[src/rtl/victim_cache_pkg.sv]
// Shared types and defaults for the victim-cache tag store.
package victim_cache_pkg;

    localparam int DEF_TAG_WIDTH = 26;
    localparam int DEF_NUM_WAYS  = 8;

    typedef enum logic [1:0] {
        IDLE,
        SCAN,
        WB,
        DONE
    } flush_state_t;

endpackage

[src/rtl/lru_age_tracker.sv]
// True-LRU age registers: age 0 is MRU, age NUM_WAYS-1 is the victim.
module lru_age_tracker #(
    parameter int  NUM_WAYS = 8,
    localparam int WAY_W    = $clog2(NUM_WAYS)
) (
    input  logic                           clk,
    input  logic                           rst_n,
    input  logic                           touch_en,
    input  logic [WAY_W-1:0]               touch_way,
    output logic [WAY_W-1:0]               lru_way,
    output logic [NUM_WAYS-1:0][WAY_W-1:0] ages
);

    logic [NUM_WAYS-1:0][WAY_W-1:0] age_q, age_d;

    always_comb begin
        age_d = age_q;
        if (touch_en) begin
            for (int i = 0; i < NUM_WAYS; i++) begin
                if (i == int'(touch_way)) begin
                    age_d[i] = '0;
                end else if (age_q[i] < age_q[touch_way]) begin
                    age_d[i] = age_q[i] + WAY_W'(1);
                end
            end
        end
    end

    always_comb begin
        lru_way = '0;
        for (int i = 0; i < NUM_WAYS; i++) begin
            if (age_q[i] == WAY_W'(NUM_WAYS - 1)) begin
                lru_way = WAY_W'(i);
            end
        end
    end

    always_ff @(posedge clk or negedge rst_n) begin
        if (!rst_n) begin
            for (int i = 0; i < NUM_WAYS; i++) begin
                age_q[i] <= WAY_W'(i);
            end
        end else begin
            age_q <= age_d;
        end
    end

    assign ages = age_q;

endmodule

[src/rtl/victim_tag_array.sv]
// Fully associative victim-cache tag store with LRU victim choice
// and a write-back flush engine; holds tags and state bits only.
module victim_tag_array
    import victim_cache_pkg::*;
#(
    parameter int  TAG_WIDTH = DEF_TAG_WIDTH,
    parameter int  NUM_WAYS  = DEF_NUM_WAYS,
    localparam int WAY_W     = $clog2(NUM_WAYS)
) (
    input  logic                 clk,
    input  logic                 rst_n,
    input  logic                 lookup_en,
    input  logic [TAG_WIDTH-1:0] lookup_tag,
    input  logic                 lookup_inval,
    output logic                 hit,
    output logic [WAY_W-1:0]     hit_way,
    output logic                 hit_dirty,
    input  logic                 alloc_en,
    input  logic [TAG_WIDTH-1:0] alloc_tag,
    input  logic                 alloc_dirty,
    output logic [WAY_W-1:0]     alloc_way,
    output logic                 evict_valid,
    output logic [TAG_WIDTH-1:0] evict_tag,
    output logic                 evict_dirty,
    input  logic                 dirty_set_en,
    input  logic [WAY_W-1:0]     dirty_way,
    input  logic                 flush_req,
    output logic                 flush_busy,
    output logic                 wb_valid,
    output logic [TAG_WIDTH-1:0] wb_tag,
    output logic [WAY_W-1:0]     wb_way,
    input  logic                 wb_ready,
    output logic                 flush_done
);

    localparam logic [WAY_W-1:0] LAST = WAY_W'(NUM_WAYS - 1);

    logic [NUM_WAYS-1:0]                valid_q, valid_d;
    logic [NUM_WAYS-1:0]                dirty_q, dirty_d;
    logic [NUM_WAYS-1:0][TAG_WIDTH-1:0] tag_q, tag_d;
    flush_state_t                       state_q;
    logic [WAY_W-1:0]                   idx_q;

    logic                 hit_q, hit_dirty_q, evict_valid_q, evict_dirty_q;
    logic [WAY_W-1:0]     hit_way_q, alloc_way_q;
    logic [TAG_WIDTH-1:0] evict_tag_q;

    logic                           busy, lk_en, al_en, ds_en;
    logic                           lk_hit, al_hit, any_free, evict;
    logic [WAY_W-1:0]               lk_way, al_mway, free_way, al_way;
    logic [WAY_W-1:0]               lru_way;
    logic [NUM_WAYS-1:0][WAY_W-1:0] ages;
    logic                           touch_en;
    logic [WAY_W-1:0]               touch_way;

    assign busy  = (state_q != IDLE);
    assign lk_en = lookup_en & ~busy;
    assign al_en = alloc_en & ~busy;
    assign ds_en = dirty_set_en & ~busy;

    // Descending scans so the lowest matching index wins.
    always_comb begin
        lk_hit   = 1'b0;
        lk_way   = '0;
        al_hit   = 1'b0;
        al_mway  = '0;
        any_free = 1'b0;
        free_way = '0;
        for (int i = NUM_WAYS - 1; i >= 0; i--) begin
            if (valid_q[i] && tag_q[i] == lookup_tag) begin
                lk_hit = 1'b1;
                lk_way = WAY_W'(i);
            end
            if (valid_q[i] && tag_q[i] == alloc_tag) begin
                al_hit  = 1'b1;
                al_mway = WAY_W'(i);
            end
            if (!valid_q[i]) begin
                any_free = 1'b1;
                free_way = WAY_W'(i);
            end
        end
    end

    assign al_way = al_hit ? al_mway : (any_free ? free_way : lru_way);
    assign evict  = al_en & ~al_hit & ~any_free;

    always_comb begin
        valid_d = valid_q;
        dirty_d = dirty_q;
        tag_d   = tag_q;
        if (ds_en && valid_q[dirty_way]) begin
            dirty_d[dirty_way] = 1'b1;
        end
        if (lk_en && lookup_inval && lk_hit) begin
            valid_d[lk_way] = 1'b0;
            dirty_d[lk_way] = 1'b0;
        end
        if (al_en) begin
            valid_d[al_way] = 1'b1;
            tag_d[al_way]   = alloc_tag;
            dirty_d[al_way] = (al_hit & dirty_q[al_way]) | alloc_dirty
                            | (ds_en & (dirty_way == al_way));
        end
        if (state_q == WB && wb_ready) begin
            dirty_d[idx_q] = 1'b0;
        end
    end

    // Touching the current MRU way leaves every age unchanged, so skip it.
    assign touch_way = al_en ? al_way : lk_way;
    assign touch_en  = (al_en | (lk_en & lk_hit & ~lookup_inval))
                     & (ages[touch_way] != '0);

    lru_age_tracker #(
        .NUM_WAYS(NUM_WAYS)
    ) u_lru (
        .clk      (clk),
        .rst_n    (rst_n),
        .touch_en (touch_en),
        .touch_way(touch_way),
        .lru_way  (lru_way),
        .ages     (ages)
    );

    always_ff @(posedge clk or negedge rst_n) begin
        if (!rst_n) begin
            valid_q       <= '0;
            dirty_q       <= '0;
            tag_q         <= '0;
            hit_q         <= 1'b0;
            hit_way_q     <= '0;
            hit_dirty_q   <= 1'b0;
            alloc_way_q   <= '0;
            evict_valid_q <= 1'b0;
            evict_tag_q   <= '0;
            evict_dirty_q <= 1'b0;
        end else begin
            valid_q       <= valid_d;
            dirty_q       <= dirty_d;
            tag_q         <= tag_d;
            hit_q         <= lk_en & lk_hit;
            hit_way_q     <= (lk_en & lk_hit) ? lk_way : '0;
            hit_dirty_q   <= lk_en & lk_hit & dirty_q[lk_way];
            evict_valid_q <= evict;
            evict_tag_q   <= evict ? tag_q[al_way] : '0;
            evict_dirty_q <= evict & dirty_q[al_way];
            if (al_en) begin
                alloc_way_q <= al_way;
            end
        end
    end

    always_ff @(posedge clk or negedge rst_n) begin
        if (!rst_n) begin
            state_q <= IDLE;
            idx_q   <= '0;
        end else begin
            unique case (state_q)
                IDLE: begin
                    if (flush_req) begin
                        state_q <= SCAN;
                        idx_q   <= '0;
                    end
                end
                SCAN: begin
                    if (valid_q[idx_q] && dirty_q[idx_q]) begin
                        state_q <= WB;
                    end else if (idx_q == LAST) begin
                        state_q <= DONE;
                    end else begin
                        idx_q <= idx_q + WAY_W'(1);
                    end
                end
                WB: begin
                    if (wb_ready) begin
                        if (idx_q == LAST) begin
                            state_q <= DONE;
                        end else begin
                            state_q <= SCAN;
                            idx_q   <= idx_q + WAY_W'(1);
                        end
                    end
                end
                DONE: begin
                    state_q <= IDLE;
                    idx_q   <= '0;
                end
                default: begin
                    state_q <= IDLE;
                    idx_q   <= '0;
                end
            endcase
        end
    end

    assign hit         = hit_q;
    assign hit_way     = hit_way_q;
    assign hit_dirty   = hit_dirty_q;
    assign alloc_way   = alloc_way_q;
    assign evict_valid = evict_valid_q;
    assign evict_tag   = evict_tag_q;
    assign evict_dirty = evict_dirty_q;
    assign flush_busy  = busy;
    assign wb_valid    = (state_q == WB);
    assign wb_way      = wb_valid ? idx_q : '0;
    assign wb_tag      = wb_valid ? tag_q[idx_q] : '0;
    assign flush_done  = (state_q == DONE);

endmodule

[config.mk]
export PLATFORM = sky130hd
export DESIGN_NAME = victim_tag_array
export DESIGN_NICKNAME = d
export VERILOG_FILES = /design/src/rtl/victim_cache_pkg.sv /design/src/rtl/lru_age_tracker.sv /design/src/rtl/victim_tag_array.sv
export SDC_FILE = /design/constraint.sdc
export NUM_CORES = 2
export LEC_CHECK = 0
export ABC_CLOCK_PERIOD_IN_PS = 9100
export BUFFER_PORTS_ARGS = -buffer_cell sky130_fd_sc_hd__buf_2
export CAP_MARGIN = 20
export CELL_PAD_IN_SITES_DETAIL_PLACEMENT = 1
export CELL_PAD_IN_SITES_GLOBAL_PLACEMENT = 1
export CORE_ASPECT_RATIO = 1.1
export CORE_UTILIZATION = 54
export DETAILED_ROUTE_END_ITERATION = 7
export MAX_ROUTING_LAYER = met4
export PLACE_DENSITY_LB_ADDON = 0.1
export SLEW_MARGIN = 20
export SYNTH_ARGS = -nofsm -noshare
export SYNTH_HDL_FRONTEND = slang
export SYNTH_SLANG_ARGS = --single-unit
[constraint.sdc]
create_clock -name clk -period 9.1 [get_ports clk]
set_input_delay 0.91 -clock clk [delete_from_list [all_inputs] [get_ports clk]]
set_output_delay 0.91 -clock clk [all_outputs]
set_load 0.005 [all_outputs]
==> reports/metrics.cfg <==
[pwr]
max-vdd-ir-drop_v = 0.0002852
p_seq_share_pct = 30.2
power.share.combinational_pct = 54.0
power.switching_uw = 4943
leakagePower_uw = 0.009900
netSwitchingFraction_pct = 50.96
pwr_density_cell_nw_per_um2 = 415.6
p_int_uw = 4756
clock_power_share_pct = 15.8

[die]
die_area_sq_um = 40360
core_sq_um = 39080
die_w_um = 191.7
die_h_um = 210.6
rows = 76
pin_count = 132
start_util_pct = 54.66

[clocking]
cts_tree = done
clk_latency_ns = 0.57
cts.repair.resized = 0
cts_made_buffers = 35
root_buffer = clkbuf_16
path_clk_slew_ns = 0.06
htreeDepth = 2
cts_setup_buffers = 0
cts_buffer_depth = 3
cts_sinks = 289
holdBufCountCts = 0

[final_layout]
nets = 2175
post-route-util_pct = 59.72
instances_no_fill = 2621
stdcell_area_sq_um = 23340
area_growth_pct = 9.253
drive_gt1_share_pct = 24.92
nFillCells = 4090

[worst_setup_path]
arrival_ns = 7.36
crit_required_ns = 9.55
path_max_fanout = 29
path_class = in2reg
critPathLaunchType = input port
critical_path.endpoint_type = flip-flop

[timing]
slew_headroom_pct = 24.89
setup_tns_ns = 0
slew_violations = 0
fin_crit_sh_pct = 75.89
fin_worst_skew_ns = 0.03797
fin_crit_ns = 6.906
fmax_ghz = 0.1448
worstMarginPinSlew_ns = 1.127
finalSetupViolCount = 0
rsz0062_at_grt = false
finalHoldViolations = 0

[synth]
avgSynthCellArea_sq_um = 10.34
yosysTopAreaCell = dfrtp_1
syn_nets = 2160
synth_top_area_share_pct = 32.45
ys_types = 82
synth_seq_area_share_pct = 33.92
yosys_warnings = 0
syn_inst = 2066
synth_area_leaders = dfrtp_1 32%, mux2_2 11%, xnor2_1 9.6%, xor2_1 7.6%, mux4_2 6.1%
ys.flop_type = dfrtp_1
synthArstFlopShare_pct = 100.0
synth_edf_count = 0
syn_area_sq_um = 21360
ys_top_cells_by_count = 277 x dfrtp_1, 234 x xnor2_1, 212 x mux2_2
yosysMostFrequentCell = dfrtp_1
yosys_register_bits = 289

[min_path]
hold_path.class = in2async

[placement]
gp_congestion = 1.150
io_buffers = 131
place_inst = 2551
dpl.hpwl_um = 73170
dpl_cell_area_sq_um = 22110

[global_routing]
grt_pass1_wl_um = 149200
grt-ovfl-total = 0
grt_max_degree = 103
antenna_found_initial = 5
first_global_vias = 20201
grt_use_total_pct = 54.00

[status]
status = complete, no violations

[detailed_routing]
drc = 0
vias = 19520
dr.pass1.iters = 5
routed_wl_um = 104700
ant_nets = 0
drt_iter0_markers = 2622
viasPerCell = 7.448
wl_per_cell_um = 39.95

[flow_run]
cap_violations = 0

-- state kept, by name (all words and copies together), names as in the netlist --
register	flops
evict_dirty	1
idx_q	3
evict_valid	1
dirty_q	8
hit_dirty	1
hit	1
evict_tag	26
u_lru.ages	24
alloc_way	3
tag_q	208
state_q	2
valid_q	8
hit_way	3
-- placed cells by master (no fill, tap or decap), types with 58 or more instances in the layout --
cell | Yosys | routed
and2_1 | 60 | 60
xor2_1 | 185 | 185
xnor2_1 | 234 | 234
nand4_1 | 71 | 71
a21oi_1 | 92 | 92
mux4_2 | 58 | 58
mux2_2 | 212 | 212
nand2_1 | 105 | 105
buf_2 | 90 | 130
mux2i_1 | 82 | 82
dfrtp_1 | 277 | 275
a211oi_1 | 86 | 86
-- worst paths after layout --
kind                              startpoint             end  slack (ns)  cells after the start
worst max-delay path            alloc_tag[4]  u_lru.ages[12]        2.19                     14
worst min-delay path                   rst_n   evict_tag[15]        0.35                      1
worst max register to register      tag_q[4]  u_lru.ages[12]        2.36                     13
worst min register to register  alloc_way[2]    alloc_way[2]        0.48                      1
max in group asynchronous              rst_n      tag_q[134]        6.66                      3
min in group clk                alloc_way[2]    alloc_way[2]        0.48                      1
-- final cells by class --
cell class / instances / area [sq um] / area share (%)
antenna: 7 / 17.52 / 0.07505
inverter: 37 / 138.9 / 0.5950
clock buffer: 51 / 1049 / 4.492
clock inverter: 12 / 163.9 / 0.7022
multi-input combinational: 1563 / 13240 / 56.71
tap: 507 / 634.4 / 2.718
sequential: 289 / 7252 / 31.07
timing repair buffer: 155 / 849.6 / 3.640
-- through the flow --
stage	total power [uW]	hold WS [ns]	setup slack, ns
6_report	9700	0.3507	2.194
2_1_floorplan	5709	0.4636	4.476
3_5_place_dp	7697	0.4666	2.235
3_3_place_gp	7302	0.4549	2.467
5_1_grt	9859	0.4832	2.324
4_1_cts	9396	0.4380	2.683
-- per-layer routing --
metal	track usage (%)	vias up	part of all wire, %	routed length [um]
li1	-	7486	-	-
met1	66.00	9896	37	38920
met2	81.52	1648	45	47140
met3	12.63	490	11	11050
met4	31.72	0	7.3	7605
met5	-	-	0	0
-- logic make-up (layout without fill, tap and decap cells) --
group / Yosys count / after routing / synth area share, %
flip-flops: 289 / 289 / 33.92
buffers and inverters: 214 / 255 / 4.463
AO/OA/AOI/OAI: 304 / 304 / 9.769
other: 0 / 7 / 0
adder cells (fa/ha/maj): 37 / 37 / 2.091
XOR/XNOR: 419 / 419 / 17.18
AND/OR/NAND/NOR: 445 / 445 / 11.01
multiplexers: 358 / 358 / 21.57
-- worst max-delay path, cell delays in order --
cell	delay (ns)
buf_2	0.24
xnor2_1	0.45
nand4_1	0.34
nor4_1	0.72
nand4_1	0.44
nand4b_1	0.32
or2_2	0.90
o21ai_4	0.14
a21oi_4	0.58
mux2i_1	0.48
mux2_4	0.43
o31a_1	0.70
o211ai_1	0.29
mux2_2	0.35
-- power groups by stage --
stage          clock (uW)  combinational, uW  sequential [uW]
2_1_floorplan           0               3390             2320
3_3_place_gp            0               4550             2750
3_5_place_dp            0               4870             2830
4_1_cts              1520               5050             2820
5_1_grt              1570               5390             2910
6_report             1530               5240             2930
(Power assumes the default switching activity.)
